<file path="src/rtl/mem_access_unit_pkg.sv">
// Shared op encodings, FSM state type and lane helpers for the load/store stage.
package mem_access_unit_pkg;

    localparam logic [2:0] MEM_OP_LB  = 3'b000;
    localparam logic [2:0] MEM_OP_LH  = 3'b001;
    localparam logic [2:0] MEM_OP_LW  = 3'b010;
    localparam logic [2:0] MEM_OP_SW  = 3'b011;
    localparam logic [2:0] MEM_OP_LBU = 3'b100;
    localparam logic [2:0] MEM_OP_LHU = 3'b101;
    localparam logic [2:0] MEM_OP_SB  = 3'b110;
    localparam logic [2:0] MEM_OP_SH  = 3'b111;

    localparam logic [31:0] INIT_32 = 32'h0000_0000;

    typedef enum logic {
        ST_IDLE = 1'b0,
        ST_RMW  = 1'b1
    } state_t;

    function automatic logic op_is_store(input logic [2:0] op);
        return (op == MEM_OP_SW) || (op == MEM_OP_SB) || (op == MEM_OP_SH);
    endfunction

    function automatic logic op_misaligned(input logic [2:0] op, input logic [1:0] lo);
        case (op)
            MEM_OP_LH, MEM_OP_LHU, MEM_OP_SH: return lo[0];
            MEM_OP_LW, MEM_OP_SW:             return lo != 2'b00;
            default:                          return 1'b0;
        endcase
    endfunction

    // SH ignores lo[0]: the halfword lane is chosen by lo[1] alone.
    function automatic logic [31:0] merge_lane(input logic [31:0] word, input logic [15:0] wdata,
                                               input logic [1:0] lo, input logic [2:0] op);
        logic [31:0] m;
        m = word;
        if (op == MEM_OP_SB) begin
            case (lo)
                2'd0:    m[7:0]   = wdata[7:0];
                2'd1:    m[15:8]  = wdata[7:0];
                2'd2:    m[23:16] = wdata[7:0];
                default: m[31:24] = wdata[7:0];
            endcase
        end else if (lo[1]) begin
            m[31:16] = wdata;
        end else begin
            m[15:0] = wdata;
        end
        return m;
    endfunction

endpackage

</file>
<file path="src/rtl/mem_access_unit_if.sv">
// Request/response handshake plus word-wide data memory port of the load/store stage.
interface mem_access_unit_if #(
    parameter int ADDR_W = 32,
    parameter int DATA_W = 32
);
    logic              req_valid;
    logic              req_ready;
    logic [2:0]        req_op;
    logic [ADDR_W-1:0] req_addr;
    logic [DATA_W-1:0] req_wdata;
    logic [4:0]        req_rd;

    logic              DataMemWe;
    logic [ADDR_W-1:0] DataMemAddr;
    logic [DATA_W-1:0] DataMemIn;
    logic [DATA_W-1:0] DataMemOut;

    logic              resp_valid;
    logic              resp_ready;
    logic [DATA_W-1:0] resp_data;
    logic [4:0]        resp_rd;
    logic              resp_wb;
`ifdef MEM_ALIGN_CHECK_EN
    logic              resp_exc;
`endif

    // master: pipeline + memory side; slave: the access unit itself
    modport master (
        output req_valid, req_op, req_addr, req_wdata, req_rd, resp_ready, DataMemOut,
        input  req_ready, DataMemWe, DataMemAddr, DataMemIn, resp_valid, resp_data, resp_rd, resp_wb
`ifdef MEM_ALIGN_CHECK_EN
        , input resp_exc
`endif
    );

    modport slave (
        input  req_valid, req_op, req_addr, req_wdata, req_rd, resp_ready, DataMemOut,
        output req_ready, DataMemWe, DataMemAddr, DataMemIn, resp_valid, resp_data, resp_rd, resp_wb
`ifdef MEM_ALIGN_CHECK_EN
        , output resp_exc
`endif
    );

endinterface

</file>
<file path="src/rtl/mem_access_unit_load_extend.sv">
// Picks the addressed byte/halfword lane of a memory word and sign/zero-extends it.
// Purely combinational; no backpressure.
module load_extend
    import mem_access_unit_pkg::*;
(
    input  logic [31:0] word,
    input  logic [1:0]  addr_lo,
    input  logic [2:0]  op,
    output logic [31:0] result
);

    logic [7:0]  byte_sel;
    logic [15:0] half_sel;

    always_comb begin
        byte_sel = word[7:0];
        case (addr_lo)
            2'd1:    byte_sel = word[15:8];
            2'd2:    byte_sel = word[23:16];
            2'd3:    byte_sel = word[31:24];
            default: byte_sel = word[7:0];
        endcase
        half_sel = addr_lo[1] ? word[31:16] : word[15:0];
        result   = word;
        case (op)
            MEM_OP_LB:  result = {{24{byte_sel[7]}}, byte_sel};
            MEM_OP_LBU: result = {24'h0, byte_sel};
            MEM_OP_LH:  result = {{16{half_sel[15]}}, half_sel};
            MEM_OP_LHU: result = {16'h0, half_sel};
            default:    result = word;
        endcase
    end

endmodule

</file>
<file path="src/rtl/mem_access_unit.sv">
// Load/store stage to word-addressed memory; SB/SH via read-modify-write; MEM_ALIGN_CHECK_EN adds misalign traps.
// Latency: 1 cycle accept->resp_valid for loads/SW/traps, 2 cycles for SB/SH.
// Backpressure: req_ready drops while in RMW or while a held response is not being drained.
module mem_access_unit
    import mem_access_unit_pkg::*;
#(
    parameter int ADDR_W = 32,
    parameter int DATA_W = 32
) (
    input  logic                clk,
    input  logic                rst_n,
    mem_access_unit_if.slave    bus
);

    state_t            state;
    logic [ADDR_W-1:0] cap_addr;
    logic [2:0]        cap_op;
    logic [15:0]       cap_wdata;
    logic [DATA_W-1:0] cap_word;
    logic [4:0]        cap_rd;

    logic              accept;
    logic              is_st;
    logic              is_sub_st;
    logic              misal;
    logic [DATA_W-1:0] ld_data;
    logic [DATA_W-1:0] rmw_word;

    load_extend u_load_extend (
        .word    (bus.DataMemOut),
        .addr_lo (bus.req_addr[1:0]),
        .op      (bus.req_op),
        .result  (ld_data)
    );

`ifdef MEM_ALIGN_CHECK_EN
    assign misal = op_misaligned(bus.req_op, bus.req_addr[1:0]);
`else
    assign misal = 1'b0;
`endif

    // rst_n gating keeps a reset cycle from accepting or writing anything.
    assign bus.req_ready = rst_n && (state == ST_IDLE) && (!bus.resp_valid || bus.resp_ready);
    assign accept        = bus.req_valid && bus.req_ready;
    assign is_st         = op_is_store(bus.req_op);
    assign is_sub_st     = ((bus.req_op == MEM_OP_SB) || (bus.req_op == MEM_OP_SH)) && !misal;
    assign rmw_word      = merge_lane(cap_word, cap_wdata, cap_addr[1:0], cap_op);

    always_comb begin
        bus.DataMemWe   = 1'b0;
        bus.DataMemAddr = {bus.req_addr[ADDR_W-1:2], 2'b00};
        bus.DataMemIn   = bus.req_wdata;
        if (state == ST_RMW) begin
            bus.DataMemWe   = rst_n;
            bus.DataMemAddr = {cap_addr[ADDR_W-1:2], 2'b00};
            bus.DataMemIn   = rmw_word;
        end else if (accept && (bus.req_op == MEM_OP_SW) && !misal) begin
            bus.DataMemWe = 1'b1;
        end
    end

    always_ff @(posedge clk) begin
        if (!rst_n) begin
            state          <= ST_IDLE;
            bus.resp_valid <= 1'b0;
            bus.resp_data  <= INIT_32;
            bus.resp_rd    <= '0;
            bus.resp_wb    <= 1'b0;
`ifdef MEM_ALIGN_CHECK_EN
            bus.resp_exc   <= 1'b0;
`endif
            cap_addr       <= '0;
            cap_op         <= MEM_OP_LB;
            cap_wdata      <= '0;
            cap_word       <= '0;
            cap_rd         <= '0;
        end else begin
            if (bus.resp_valid && bus.resp_ready) begin
                bus.resp_valid <= 1'b0;
            end
            case (state)
                ST_IDLE: begin
                    if (accept && is_sub_st) begin
                        state     <= ST_RMW;
                        cap_addr  <= bus.req_addr;
                        cap_op    <= bus.req_op;
                        cap_wdata <= bus.req_wdata[15:0];
                        cap_word  <= bus.DataMemOut;
                        cap_rd    <= bus.req_rd;
                    end else if (accept) begin
                        bus.resp_valid <= 1'b1;
                        bus.resp_rd    <= bus.req_rd;
                        bus.resp_wb    <= !is_st && !misal;
                        bus.resp_data  <= (is_st || misal) ? '0 : ld_data;
`ifdef MEM_ALIGN_CHECK_EN
                        bus.resp_exc   <= misal;
`endif
                    end
                end
                ST_RMW: begin
                    state          <= ST_IDLE;
                    bus.resp_valid <= 1'b1;
                    bus.resp_rd    <= cap_rd;
                    bus.resp_wb    <= 1'b0;
                    bus.resp_data  <= '0;
`ifdef MEM_ALIGN_CHECK_EN
                    bus.resp_exc   <= 1'b0;
`endif
                end
                default: state <= ST_IDLE;
            endcase
        end
    end

endmodule

</file>
<file path="src/flat_wrapper.sv">
// flat-port wrapper written by rule: the top's interface ports become plain ports
module mem_access_unit_flat import mem_access_unit_pkg::*;
#(
    parameter int ADDR_W = 32,
    parameter int DATA_W = 32
)
  (clk, rst_n, bus_req_valid, bus_req_op, bus_req_addr, bus_req_wdata, bus_req_rd, bus_resp_ready, bus_DataMemOut, bus_req_ready, bus_DataMemWe, bus_DataMemAddr, bus_DataMemIn, bus_resp_valid, bus_resp_data, bus_resp_rd, bus_resp_wb);
  mem_access_unit_if #(.ADDR_W(ADDR_W), .DATA_W(DATA_W)) bus_i ();
  input  logic clk;
  input  logic rst_n;
  input wire logic [$bits(bus_i.req_valid)-1:0] bus_req_valid;
  input wire logic [$bits(bus_i.req_op)-1:0] bus_req_op;
  input wire logic [$bits(bus_i.req_addr)-1:0] bus_req_addr;
  input wire logic [$bits(bus_i.req_wdata)-1:0] bus_req_wdata;
  input wire logic [$bits(bus_i.req_rd)-1:0] bus_req_rd;
  input wire logic [$bits(bus_i.resp_ready)-1:0] bus_resp_ready;
  input wire logic [$bits(bus_i.DataMemOut)-1:0] bus_DataMemOut;
  output wire logic [$bits(bus_i.req_ready)-1:0] bus_req_ready;
  output wire logic [$bits(bus_i.DataMemWe)-1:0] bus_DataMemWe;
  output wire logic [$bits(bus_i.DataMemAddr)-1:0] bus_DataMemAddr;
  output wire logic [$bits(bus_i.DataMemIn)-1:0] bus_DataMemIn;
  output wire logic [$bits(bus_i.resp_valid)-1:0] bus_resp_valid;
  output wire logic [$bits(bus_i.resp_data)-1:0] bus_resp_data;
  output wire logic [$bits(bus_i.resp_rd)-1:0] bus_resp_rd;
  output wire logic [$bits(bus_i.resp_wb)-1:0] bus_resp_wb;
  assign bus_i.req_valid = bus_req_valid;
  assign bus_i.req_op = bus_req_op;
  assign bus_i.req_addr = bus_req_addr;
  assign bus_i.req_wdata = bus_req_wdata;
  assign bus_i.req_rd = bus_req_rd;
  assign bus_i.resp_ready = bus_resp_ready;
  assign bus_i.DataMemOut = bus_DataMemOut;
  assign bus_req_ready = bus_i.req_ready;
  assign bus_DataMemWe = bus_i.DataMemWe;
  assign bus_DataMemAddr = bus_i.DataMemAddr;
  assign bus_DataMemIn = bus_i.DataMemIn;
  assign bus_resp_valid = bus_i.resp_valid;
  assign bus_resp_data = bus_i.resp_data;
  assign bus_resp_rd = bus_i.resp_rd;
  assign bus_resp_wb = bus_i.resp_wb;
  mem_access_unit #(.ADDR_W(ADDR_W), .DATA_W(DATA_W)) u_core (.clk(clk), .rst_n(rst_n), .bus(bus_i));
endmodule
</file>
<file path="config.mk">
export PLATFORM = sky130hd
export DESIGN_NAME = mem_access_unit_flat
export DESIGN_NICKNAME = d
export VERILOG_FILES = /design/src/rtl/mem_access_unit_pkg.sv /design/src/rtl/mem_access_unit_if.sv /design/src/rtl/mem_access_unit_load_extend.sv /design/src/rtl/mem_access_unit.sv /design/src/flat_wrapper.sv
export SDC_FILE = /design/constraint.sdc
export NUM_CORES = 1
export LEC_CHECK = 0
export BUFFER_PORTS_ARGS = -buffer_cell sky130_fd_sc_hd__buf_2
export CORE_UTILIZATION = 43
export CTS_BUF_LIST = sky130_fd_sc_hd__clkbuf_4
export DETAILED_ROUTE_END_ITERATION = 10
export PLACE_DENSITY = 0.71
export SYNTH_ARGS = -nofsm -noshare
export SYNTH_HDL_FRONTEND = slang
export SYNTH_SLANG_ARGS = --single-unit
</file>
<file path="constraint.sdc">
create_clock -name clk -period 2.4 [get_ports clk]
set_clock_uncertainty 0.1 [all_clocks]
set_input_delay 0.48 -clock clk [delete_from_list [all_inputs] [get_ports clk]]
set_output_delay 0.48 -clock clk [all_outputs]
set_load 0.05 [all_outputs]
</file>
======== Word-level counts from Yosys, hierarchy flattened ========
Cells that the tools add are included.
cells by class
  equality and inequality tests ........... 14
  bitwise gates (word level) .............. 1
  mux-type cells .......................... 30
  reductions and logical operators ........ 17
operator list
  cell                number
  $mux 32             6
  $pmux 32 s4         1
  $pmux 32 s2         1
  $mux 16             3
  $mux 8              4
  $pmux 8 s3          1
  $eq 3x3->1 const B  5
  $mux 5              2
  $pmux 5 s2          1
  $mux 1              8
  $eq 2x2->1 const B  3
  $logic_and 1x1->1   6
  $pmux 1 s2          3
  $eq 2x1->1 const B  2
  $logic_or 1x1->1    4
  $reduce_and 2->1    2
  $eq 3x1->1 const B  1
  $eq 3x2->1 const B  1
  $logic_not 3->1     1
  $reduce_or 3->1     1
  $logic_not 1->1     2
  $logic_not 2->1     1
  $ne 2x1->1 const B  1
  $ne 2x2->1 const B  1
  $not 1->1           1
word-level totals
  register bits ........................... 128
  output and inout port bits .............. 105
  word-level logic and storage cells ...... 72
  bits of input ports ..................... 108

======== Logic depth before layout (Yosys ltp) ========
  depth after elaboration ................. 7
  depth in mapped cells ................... 9
  gate-level depth less buffers ........... 5

======== Modules after synthesis ========
Synthesis repeated with hierarchy kept, for this count alone.
second synthesis, totals
  cell total of the unflattened synthesis .. 932
  area total of the unflattened synthesis .. 7,648.6 um^2
by module, submodules not included
  module           cells an instance  sequential area each (um^2)  area an instance (um^2)  instances
  mem_access_unit  821                2,562.5                      6,980.4                  1
  load_extend      111                0.0                          668.1                    1

======== Worst setup path after synthesis ========
No wires, ideal clock.
  path type ............................... register to output
  start ................................... register u_core.state
  end ..................................... output port bus_DataMemIn[4]
  path buffers ............................ 3
  cell stages (with the launch flop) ...... 6
  setup slack ............................. -0.251 ns
  required time ........................... 1.820 ns
  arrival time ............................ 2.071 ns
  cell sequence ........................... dfxtp_1 > clkbuf_1 > buf_1 > clkbuf_1 > nor2_1 > a21oi_1
between the ends
  longest elaborated chain between the ends .. 1
RTL lines
  item                    line                    text
  start, declared         mem_access_unit.sv:15   state_t state;
  start signal, assigned  mem_access_unit.sv:64   state <= ST_IDLE;
  start signal, assigned  mem_access_unit.sv:84   state <= ST_RMW;
  start signal, assigned  mem_access_unit.sv:101  state <= ST_IDLE;
  $mux 32                 mem_access_unit.sv:53   if (state == ST_RMW) begin
  end, declared           flat_wrapper.sv:21      output wire logic [$bits(bus_i.DataMemIn)-1:0] bus_DataMemIn;
Every way passes these cells.

======== Worst setup path in the final report ========
  start ................................... register u_core.cap_op[0]
  end ..................................... output port bus_DataMemIn[18]
between the ends
  longest elaborated chain between the ends .. 3
RTL lines
  item                    line                       text
  start, declared         mem_access_unit.sv:17      logic [2:0] cap_op;
  start signal, assigned  mem_access_unit.sv:86      cap_op <= bus.req_op;
  $eq 3x3->1              mem_access_unit_pkg.sv:37  if (op == MEM_OP_SB) begin
  $mux 32                 mem_access_unit_pkg.sv:37
  $mux 32                 mem_access_unit.sv:53
Every way passes these cells.

==> qor.txt <==
Status - finished, violations left
Violations in the final reports - setup timing
Initial standard-cell utilization of the core - 44.8%
Crit start category - register
Die width - 120 µm
Termination of the worst setup path - bus_DataMemIn[18]
Yosys top cell area share - 42.5%
Unique cell type count in the Yosys netlist - 45
Ratio of routed vias to standard cells - 5.33
Placer Congestion - 0.873
Endpoint kind of the worst setup timing path - output port
Number of antenna repair diodes - 0
H-Tree Level Count - 4
Combinational cell fraction of total power - 23.0%
Largest net degree at the start of global routing - 81
R2R Path End - u_core.cap_op[0]
Detail-routed net length per standard cell - 16.8 µm
Power Internal - 0.00343 W
Row cnt - 42
DIE AREA - 14,500 µm²
Share of layout cells above drive strength 1 - 36.7%
Max clock buf depth - 2
Worst EP arrival - 2.01 ns
Final setup violation count - 32
Switching Share - 31.2%
Number of pins with negative max-slew slack in the final report - 0
Post-route ant nets - 0
Via count of the first global-routing pass - 5,599
Top-Level Pins - 213
Root buffer selected by CTS - sky130_fd_sc_hd__clkbuf_4
Clock share of power - 31.7%
Synthesized area per cell - 7.96 µm²
Overall routed net length - 19.3 mm
Top cells by count, synth - 221 x sky130_fd_sc_hd__nand2_1, 128 x sky130_fd_sc_hd__dfxtp_1, 65 x sky130_fd_sc_hd__a21oi_1, 56 x sky130_fd_sc_hd__nand3_1, 41 x sky130_fd_sc_hd__o21ai_0
Most frequently used cell type in the post-synthesis netlist - sky130_fd_sc_hd__nand2_1
First-pass detailed-route iteration total - 8
Setup WS post-layout - -0.194 ns
Crit path launch - u_core.cap_op[0]
Clk_lat worst skew - 0.52 ns
Chip Height - 120 µm
RSZ-0062 raised after global routing - yes
Number of flip-flops and latches in the synthesized netlist - 128
Ys async rst share - 0%
Core ar. - 13,500 µm²
TritonCTS Buffers - 17
EDFF count, synth - 0
Cell types with the largest area share after synthesis - sky130_fd_sc_hd__dfxtp_1 43%, sky130_fd_sc_hd__nand2_1 14%, sky130_fd_sc_hd__mux2i_1 6.1%
Number of nets in the layout - 1,071
CTS sink cnt - 128
Drt initial violations - 492
Count of buffers inserted at the top-level ports - 210
Class of the tightest hold or removal check - in2reg
Worst-case reg-to-reg path depth - 7
Endpoints failing hold - 0
Final period utilization - 108%
Primary flip-flop cell chosen by synthesis mapping - sky130_fd_sc_hd__dfxtp_1
Critical path required time - 1.82 ns
Via Count - 6,121
Gate Count Post-Synth - 757
Net load switching power - 0.00156 W
Leakage dissipation - 3.68 nW
R2R Setup Slk - 0.10 ns
Power share of the sequential group - 45.3%
First-pass GRT wire length - 28.9 mm
Final period demand of the worst path - 2.59 ns
Number of antenna violations at the first check in global routing - 0
Total power after layout - 0.00499 W
Max-capacitance violation count - 0
Residual DRC count - 0
Worst Tran Pin Value - 1.12 ns
Share of the yosys chip area belonging to registers - 42.5%
Detailed placement HPWL - 13.0 mm
Crit Reg-Reg Startpoint - u_core.state
Clock-pin slew of the registers on the worst-case setup and hold paths - 0.10 ns
Kind of critical path - reg2out
Syn Std Cell Area - 6030 µm²
TritonCTS clock tree - built
Post-synth top area cell - sky130_fd_sc_hd__dfxtp_1
Maximum fanout count along the critical path - 8
Relative max-transition margin - 25.0%
Total Routing Usage GR - 25.7%
Worst-case vdd ir drop - 0.350 mV
Fmax - 385 MHz
Area overhead of the layout relative to synthesis - 36.5%
Number of buffers inserted by hold repair at cts - 0
Overflow after GRT - 0
Power density relative to cell area - 606 nW/µm²
Yosys warns - 0
Final core utilization - 61.2%
==> final cells by class <==
type | instances | area, µm²
clock inverter | 8 | 141
inverter | 7 | 28.8
tap | 176 | 220
timing repair buffer | 246 | 1700
multi-input combinational | 563 | 3420
clock buffer | 20 | 150
sequential | 128 | 2570
fill | 1227 | 5230
==> metrics by stage <==
step / cell area [µm²] / setup TNS (ns) / instances / setup WS, ns / hold slack (ns)
6_report: 8230 / -4.60 / 1148 / -0.194 / 0.0530
4_1_cts: 7980 / -4.98 / 1142 / -0.207 / 0.000681
3_3_place_gp: 7260 / 0 / 1109 / 0.173 / 0.334
2_1_floorplan: 6040 / -1.30 / 758 / -0.251 / 0.331
3_5_place_dp: 7260 / 0 / 1109 / 0.130 / 0.337
5_1_grt: 8230 / -8.08 / 1148 / -0.309 / 0.00578
==> how the worst min path moves through the flow <==
stage / cells past startpoint / end / from / slack [ns]
finish: 3 / u_core.cap_addr[30] / bus_req_addr[30] / 0.05
floorplan: 2 / u_core.cap_addr[24] / u_core.cap_addr[24] / 0.33
detailed placement: 2 / u_core.bus.resp_data[6] / u_core.bus.resp_data[6] / 0.34
CTS: 3 / u_core.cap_addr[25] / bus_req_addr[25] / 0.0007
global placement: 2 / u_core.bus.resp_data[17] / u_core.bus.resp_data[17] / 0.33
global route: 3 / u_core.cap_addr[25] / bus_req_addr[25] / 0.006
==> kinds of logic (layout without fill, tap and decap cells) <==
group                  count (synthesis)  count (layout)  share of synthesized area, %
AOI/OAI and AO/OA                    157             157                          16.4
other                                  1               2                        0.0622
buffers and inverters                 67             281                          5.33
muxes                                 68              68                          11.9
and+or+nand+nor                      336             336                          23.8
DFF                                  128             128                          42.5
==> critical path: stages, from the launching register on <==
cell and delay, ns:
sky130_fd_sc_hd__dfxtp_2 0.34, sky130_fd_sc_hd__nand3b_1 0.22, sky130_fd_sc_hd__o21ai_2 0.18, sky130_fd_sc_hd__buf_6 0.19, sky130_fd_sc_hd__mux2i_2 0.26, sky130_fd_sc_hd__a21oi_1 0.10, sky130_fd_sc_hd__buf_4 0.20
==> layer usage <==
metal	wire [µm]	global-route usage [%]	vias up
met5	0	0	-
met3	1550	6.13	32
met1	8330	34.0	2802
met2	9030	40.7	258
met4	343	9.10	0
li1	-	-	3029
==> sequential cells by signal, summed over array words and instances, names as in the netlist <==
signal	count
u_core.bus.resp_wb	1
u_core.bus.resp_rd	5
u_core.cap_word	32
u_core.state	1
u_core.cap_rd	5
u_core.bus.resp_valid	1
u_core.cap_wdata	16
u_core.cap_addr	32
u_core.cap_op	3
u_core.bus.resp_data	32
==> cells in the final DEF, fill, tap and decap left out, types with 21 or more instances in the layout <==
cell type and instances:
sky130_fd_sc_hd__o21ai_0 40, sky130_fd_sc_hd__buf_2 173, sky130_fd_sc_hd__mux2_2 31, sky130_fd_sc_hd__buf_4 38
sky130_fd_sc_hd__dfxtp_1 124, sky130_fd_sc_hd__nand3_1 56, sky130_fd_sc_hd__nand2_1 217, sky130_fd_sc_hd__a21oi_1 58
sky130_fd_sc_hd__mux2i_1 21, sky130_fd_sc_hd__nor2_1 23
==> what timing repair did <==
item | in CTS | in global routing
setup buffers | 4 | 3
resized for setup | 93 | 38
pin swaps | 9 | 15
gates cloned | 1 | 3
setup endpoints to repair | 62 | 63
==> power by group through the flow <==
stage / Sequential (W) / Clock [W] / Combinational, W
5_1_grt: 0.00227 / 0.00172 / 0.00121
6_report: 0.00226 / 0.00158 / 0.00115
3_3_place_gp: 0.00230 / 0 / 0.00102
4_1_cts: 0.00226 / 0.00161 / 0.00111
2_1_floorplan: 0.00241 / 0 / 0.000602
3_5_place_dp: 0.00230 / 0 / 0.00102
Note: power is estimated with default switching activity, not from simulation.
